--- config.mk ---
export PLATFORM = sky130hd
export DESIGN_NAME = sine_pwm_modulator
export DESIGN_NICKNAME = d
export VERILOG_FILES = /design/src/rtl/pwm_pkg.sv /design/src/rtl/pwm_deadtime_gen.sv /design/src/rtl/sine_pwm_modulator.sv
export SDC_FILE = /design/constraint.sdc
export NUM_CORES = 1
export LEC_CHECK = 0
export BUFFER_PORTS_ARGS = -buffer_cell sky130_fd_sc_hd__buf_2
export CORE_ASPECT_RATIO = 0.9
export CORE_MARGIN = 10
export CORE_UTILIZATION = 55
export DETAILED_ROUTE_END_ITERATION = 8
export PLACE_DENSITY_LB_ADDON = 0.25
export SYNTH_ARGS = -nofsm -noshare
export SYNTH_HDL_FRONTEND = slang
export SYNTH_SLANG_ARGS = --single-unit
--- constraint.sdc ---
create_clock -name clock -period 3.9 [get_ports clock]
set_clock_uncertainty 0.15 [all_clocks]
set_input_delay 0.39 -clock clock [delete_from_list [all_inputs] [get_ports clock]]
set_output_delay 0.39 -clock clock [all_outputs]
set_load 0.01 [all_outputs]
--- src/rtl/pwm_pkg.sv ---
// Shared types and default constants for the sine PWM modulator slice.
// Latency: n/a (declarations only).
// Backpressure: n/a.
//
// Contents: output FSM state enum, default sample width / dead time,
// PWM period length derived from the default width.
package pwm_pkg;

   localparam int DEF_DATA_W = 10;
   localparam int DEF_DEAD_T = 4;
   localparam int PERIOD     = 2 ** DEF_DATA_W;

   typedef enum logic [2:0] {
      OFF,
      HI_ON,
      DT_HI,
      LO_ON,
      DT_LO
   } pwm_state_t;

endpackage

--- src/rtl/pwm_deadtime_gen.sv ---
// Complementary half-bridge drive with dead-time insertion from a raw PWM level.
// Latency: outputs registered, 1 clock behind raw; each raw edge adds DEAD_T clocks off-time.
// Backpressure: none; raw pulses shorter than DEAD_T are swallowed.
//
// Ports:
//   clock, reset : system clock, synchronous active-high reset
//   enable       : low forces OFF (both outputs low)
//   raw          : desired high-side level, already aligned to the period counter
//   pwm_hi/lo    : registered high-side / low-side drive, never both high
module pwm_deadtime_gen
   import pwm_pkg::*;
#(
   parameter int DATA_W = DEF_DATA_W,
   parameter int DEAD_T = DEF_DEAD_T
) (
   input  logic clock,
   input  logic reset,
   input  logic enable,
   input  logic raw,
   output logic pwm_hi,
   output logic pwm_lo
);

   // Dead time is at most 2^(DATA_W-1)-1, so DATA_W-1 bits always suffice.
   localparam int DW = DATA_W - 1;

   pwm_state_t    state;
   logic [DW-1:0] dead_cnt;

   // Outputs are assigned from the next state so they line up with it.
   always_ff @(posedge clock) begin
      if (reset) begin
         state    <= OFF;
         dead_cnt <= '0;
         pwm_hi   <= 1'b0;
         pwm_lo   <= 1'b0;
      end else if (!enable) begin
         state    <= OFF;
         dead_cnt <= '0;
         pwm_hi   <= 1'b0;
         pwm_lo   <= 1'b0;
      end else begin
         case (state)
            OFF: begin
               state    <= raw ? DT_HI : DT_LO;
               dead_cnt <= '0;
               pwm_hi   <= 1'b0;
               pwm_lo   <= 1'b0;
            end
            HI_ON: begin
               pwm_lo <= 1'b0;
               if (!raw) begin
                  state    <= DT_LO;
                  dead_cnt <= '0;
                  pwm_hi   <= 1'b0;
               end else begin
                  pwm_hi <= 1'b1;
               end
            end
            LO_ON: begin
               pwm_hi <= 1'b0;
               if (raw) begin
                  state    <= DT_HI;
                  dead_cnt <= '0;
                  pwm_lo   <= 1'b0;
               end else begin
                  pwm_lo <= 1'b1;
               end
            end
            DT_HI, DT_LO: begin
               // The side chosen at the end of dead time follows the current
               // raw level, not the one that started the dead time.
               if (dead_cnt == DW'(DEAD_T - 1)) begin
                  state  <= raw ? HI_ON : LO_ON;
                  pwm_hi <= raw;
                  pwm_lo <= !raw;
               end else begin
                  dead_cnt <= dead_cnt + 1'b1;
                  pwm_hi   <= 1'b0;
                  pwm_lo   <= 1'b0;
               end
            end
            default: begin
               state    <= OFF;
               dead_cnt <= '0;
               pwm_hi   <= 1'b0;
               pwm_lo   <= 1'b0;
            end
         endcase
      end
   end

endmodule

--- src/rtl/sine_pwm_modulator.sv ---
// Edge-aligned PWM modulator: turns sine samples into duty cycles with dead-time drive.
// Latency: sample taken in period P drives period P+1; outputs lag the period counter by 2 clocks.
// Backpressure: none; samples always accepted, an unconsumed sample is overwritten (overrun).
//
// Ports:
//   clock, reset   : system clock, synchronous active-high reset
//   enable         : run; low forces outputs off, clears pending, keeps duty_q
//   data_sin       : unsigned sample, qualified by sample_valid
//   pwm_hi/pwm_lo  : complementary drive
//   period_start   : pulse aligned with the first raw level of each period
//   duty_q         : duty in effect for the current period
//   overrun        : pending sample overwritten before it was used
//   underrun       : period began without a new sample, duty repeated
module sine_pwm_modulator
   import pwm_pkg::*;
#(
   parameter int DATA_W = DEF_DATA_W,
   parameter int DEAD_T = DEF_DEAD_T
) (
   input  logic              clock,
   input  logic              reset,
   input  logic              enable,
   input  logic [DATA_W-1:0] data_sin,
   input  logic              sample_valid,
   output logic              pwm_hi,
   output logic              pwm_lo,
   output logic              period_start,
   output logic [DATA_W-1:0] duty_q,
   output logic              overrun,
   output logic              underrun
);

   logic [DATA_W-1:0] cnt;
   logic [DATA_W-1:0] pending;
   logic              pending_full;
   logic              enable_d;
   logic              raw_q;

   logic              load;
   logic              take;
   logic [DATA_W-1:0] duty_next;

   assign load      = enable && (cnt == '0);
   assign take      = load && pending_full;
   assign duty_next = take ? pending : duty_q;

   always_ff @(posedge clock) begin
      if (reset) begin
         cnt          <= '0;
         pending      <= '0;
         pending_full <= 1'b0;
         enable_d     <= 1'b0;
         raw_q        <= 1'b0;
         duty_q       <= '0;
         period_start <= 1'b0;
         overrun      <= 1'b0;
         underrun     <= 1'b0;
      end else begin
         enable_d     <= enable;
         cnt          <= enable ? cnt + 1'b1 : '0;
         duty_q       <= duty_next;
         period_start <= load;
         // Compare against the duty after any load so the new duty governs
         // cnt==0 as well; raw_q is registered alongside period_start.
         raw_q        <= enable && (cnt < duty_next);
         // enable_d low marks the first period after enable rises.
         underrun     <= load && !pending_full && enable_d;
         overrun      <= enable && sample_valid && pending_full && !load;

         if (!enable) begin
            pending_full <= 1'b0;
         end else if (sample_valid) begin
            // On a load cycle the old pending is taken first, so the new
            // sample simply becomes the next pending entry.
            pending      <= data_sin;
            pending_full <= 1'b1;
         end else if (take) begin
            pending_full <= 1'b0;
         end
      end
   end

   pwm_deadtime_gen #(
      .DATA_W (DATA_W),
      .DEAD_T (DEAD_T)
   ) u_deadtime (
      .clock  (clock),
      .reset  (reset),
      .enable (enable),
      .raw    (raw_q),
      .pwm_hi (pwm_hi),
      .pwm_lo (pwm_lo)
   );

endmodule

==> flow_summary.rst <==
.. list-table::
   :header-rows: 1

   * - Metric
     - Value
   * - Startpoint of the worst hold path
     - data_sin[4]
   * - Pin count of the biggest net entering global routing
     - 25
   * - Clock tree from TritonCTS
     - done
   * - Final count of negative-setup-slack endpoints
     - 0
   * - RR Endpoint
     - raw_q$_SDFF_PP0_
   * - Synth Flop Type
     - dfxtp_1
   * - Synthesized area per cell
     - 8.98 sq um
   * - Number of antenna violations at the first check in global routing
     - 0
   * - Stage delay of the slowest cell on the critical path
     - 510 ps
   * - Cell accounting for the most synthesized area
     - dfxtp_1
   * - Min cycle time layout
     - 2960 ps
   * - Worst IR Drop VDD
     - 0.000277 V
   * - Worst-path clk slew
     - about 90 ps
   * - Worst relative slew slack
     - between 50% and 60%
   * - Switching Power
     - 0.208 mW
   * - Final hold violation count
     - 0
   * - Routed wire per std cell
     - 14.3 microns
   * - Clock Tree Root
     - clkbuf_8
   * - Top cells by area in the synthesized netlist
     - dfxtp_1 (44%), ha_1 (6.7%), a21oi_1 (5.3%), nor2_1 (5.0%), nand2_1 (4.8%)
   * - Required @ worst endpoint
     - 3970 ps
   * - Top-area cell type share of the netlist area
     - 44.4%
   * - Clock buffers created by TritonCTS
     - 5
   * - Clock latency at the later pin of the worst-skew pair
     - about 300 ps
   * - Gpl congestion
     - 0.810
   * - Iter 0 DRT Violations
     - approximately 140
   * - Post-Syn Area
     - 2250 sq um
   * - Full die area
     - 7060 sq um
   * - Half-perimeter wire length after detailed placement
     - 3450 microns
   * - Final core utilization
     - 63.6%
   * - Count of mapped cells out of synthesis
     - between 200 and 300
   * - Worst min-delay path category
     - in -> reg
   * - Most common library cell in the layout ignoring fill and taps
     - dfxtp_1
   * - Crit path max-delay cell type
     - nor4b_1
   * - Post-route DRC
     - 0
   * - Syn Nets
     - roughly 280
   * - Vias per cell
     - 5.57
   * - Critical path class
     - reg -> reg
   * - Total power per unit cell area
     - 400 nW/um^2
   * - DRT antenna net count
     - 0
   * - Post-Route Setup TNS
     - 0 ps
   * - Share of cells above drive strength 1
     - 15.2%
   * - Switching Fraction
     - around a fifth
   * - Total congestion overflow after global routing
     - 0
   * - Critical path data arrival time
     - between 3000 and 4000 ps
   * - Count of input and output buffers
     - 28
   * - Global-route wire length before repair
     - 7730 microns
   * - Yosys warnings
     - 0
   * - Syn-to-layout area delta
     - 13.3%
   * - Leakage Power
     - around 1.1 nW
   * - Origin of the critical flop-to-flop path
     - cnt[0]$_SDFF_PP0_
   * - CP Capture Type
     - flop
   * - Reg2Reg Depth
     - 11
   * - Number of distinct library cell variants in the gate-level netlist after synthesis
     - 43
   * - Setup repair after global routing missed its margin
     - no
   * - CTS H-tree depth
     - 2
   * - Share of async-settable or async-resettable flops after synthesis
     - 0%
   * - Clock network power share
     - 43.6%
   * - I/O pin count
     - 29
   * - Logic gate share of total power
     - 4.7%
   * - Vias after detailed routing
     - 1,809
   * - Num rows
     - 22
   * - Leading cell types in the layout, fill and taps excluded
     - dfxtp_1 (50), nor2_1 (30), nand2_1 (29), buf_2 (28), a21oi_1 (24)
   * - Antenna cells
     - 0
   * - Total number of clock tree sinks
     - 50
   * - Share of the cycle needed by the critical path after routing
     - 75.9%
   * - Worst Tran Pin Value
     - 685 ps
   * - Result of the run
     - complete, no violations
   * - Hold-fix buffers at CTS
     - 0
   * - Post CTS Setup Buffer Count
     - 0
   * - Total Nets Final
     - around 300
   * - Register share of total power
     - about half
   * - Highest attainable clock frequency
     - 338 MHz
   * - Register bit total from synthesis
     - 50
   * - Crit-path cells
     - inv_1 > ha_1 > nor4b_1 > nand4_1 > buf_4 > mux2i_1 > ha_1 > a21o_1 > a21o_1 > a211o_1 > a211oi_1
   * - Cell-internal power
     - 0.813 mW
   * - Core Box Area
     - 4020 sq um
   * - Cts repair resizes
     - 0
   * - Reg-to-reg setup timing slack
     - around 940 ps
   * - Routed wire length
     - between 4000 and 5000 microns
   * - Vias in the first global route
     - 1,600
   * - Global routing usage summed across all routing layers
     - 13.3%
   * - Depth of the worst hold-timing path
     - 3
   * - Clock Path Buffers
     - 2
   * - Die width
     - 87.5 microns
   * - Launching element type of the critical path
     - flop
   * - Number of synthesized flops with an enable pin
     - 0
   * - Number of detailed-routing iterations run before antenna repair
     - 4
   * - Largest driver fanout on the critical path
     - 10
   * - Initial standard-cell utilization of the core
     - 56.1%
   * - End point of the worst hold path
     - pending[4]$_SDFFE_PP0P_
   * - Number of max-capacitance violations reported
     - 0
   * - Fraction of the yosys area taken by sequential cells
     - 44.4%
   * - Pins over their slew limit
     - 0
   * - Die H
     - 80.7 microns
-- per-stage QoR --
stage          cell area, sq um  cells  hold WS, ps  power, mW  setup WS [ps]
4_1_cts                    2550    325          162       1.03            966
6_report                   2550    325          170       1.02            940
5_1_grt                    2550    325          157       1.06            816
3_5_place_dp               2410    317          296      0.588            990
2_1_floorplan              2250    251          283      0.572           1200
3_3_place_gp               2410    317          296      0.587           1100
-- kinds of logic after synthesis --
group / synth area share (%)
muxes: 4.00
buffers and inverters: 2.89
xor gates and xnor gates: 4.66
adders and majority gates: 6.66
DFF: 44.4
and+or+nand+nor: 25.0
AOI/OAI and AO/OA: 12.4
-- layer usage --
| layer | GRT usage (%) | vias to the layer above | part of all wire [%] | wire, microns |
|---|---|---|---|---|
| li1 | - | 942 | - | - |
| met1 | 18.2 | 835 | 50 | 2310 |
| met2 | 20.4 | 25 | 45 | 2100 |
| met3 | 3.40 | 7 | 4.1 | 189 |
| met4 | 3.34 | 0 | 1.1 | 49 |
| met5 | 0 | - | 0 | 0 |
-- power by group through the flow --
stage / Combinational [mW] / Clock (mW) / Sequential, mW
final: 0.0481 / 0.445 / 0.528
after global routing: 0.0543 / 0.475 / 0.530
after CTS: 0.0486 / 0.453 / 0.528
after detailed placement: 0.0484 / 0 / 0.540
after global placement: 0.0474 / 0 / 0.540
after floorplan: 0.0352 / 0 / 0.537
-- how the worst max path moves through the flow --
stage / from / end / slack [ps] / depth (start not counted)
2_1_floorplan: cnt[0]$_SDFF_PP0_ / raw_q$_SDFF_PP0_ / 1200 / 11
3_3_place_gp: cnt[0]$_SDFF_PP0_ / raw_q$_SDFF_PP0_ / 1100 / 11
3_5_place_dp: cnt[0]$_SDFF_PP0_ / raw_q$_SDFF_PP0_ / 990 / 11
4_1_cts: cnt[0]$_SDFF_PP0_ / raw_q$_SDFF_PP0_ / 970 / 11
5_1_grt: cnt[0]$_SDFF_PP0_ / raw_q$_SDFF_PP0_ / 820 / 11
6_report: cnt[0]$_SDFF_PP0_ / raw_q$_SDFF_PP0_ / 940 / 11
-- registers in the layout, indices dropped and copies added (netlist names) --
name / count
u_deadtime.dead_cnt: 9
u_deadtime.pwm_hi: 1
duty_q: 10
pending_full: 1
enable_d: 1
pending: 10
u_deadtime.state: 3
u_deadtime.pwm_lo: 1
overrun: 1
underrun: 1
period_start: 1
raw_q: 1
cnt: 10
-- synthesized netlist by cell type, types with 2 or more instances --
cell and n:
and4_1 4, o31ai_1 3, xor2_1 8, o21bai_1 2, a21oi_1 24, nand4_1 6, nor4b_1 4, nor2b_1 3
nand3_1 7, nand2b_1 5, a21o_1 3, or4_1 2, mux2i_1 9, nand2_1 29, dfxtp_1 50, buf_2 4
o21ai_0 5, ha_1 12, nor2_1 30, and2_1 2, inv_1 4, o21ai_1 2, xnor2_1 4, and3_1 3
nor3_1 2, nand3b_1 2, clkbuf_1 6
-- final cells by class --
| class | instances | area [sq um] |
|---|---|---|
| fillers | 354 | 1460 |
| clock buffers | 6 | 82.6 |
| multi-input cells | 186 | 1190 |
| repair buffers | 29 | 148 |
| well taps | 48 | 60.1 |
| clock inverters | 2 | 60.1 |
| flip-flops and latches | 50 | 1000 |
| inverters | 4 | 15.0 |
-- worst max-delay path: cells and delay by family, from the launching register on --
kind                       cells  cell delay [ps]
AOI/OAI and AO/OA              4              770
and+or+nand+nor                2              670
adders and majority gates      2              410
DFF                            1              350
buffers and inverters          2              300
muxes                          1              220
Note: power is estimated with default switching activity, not from simulation.
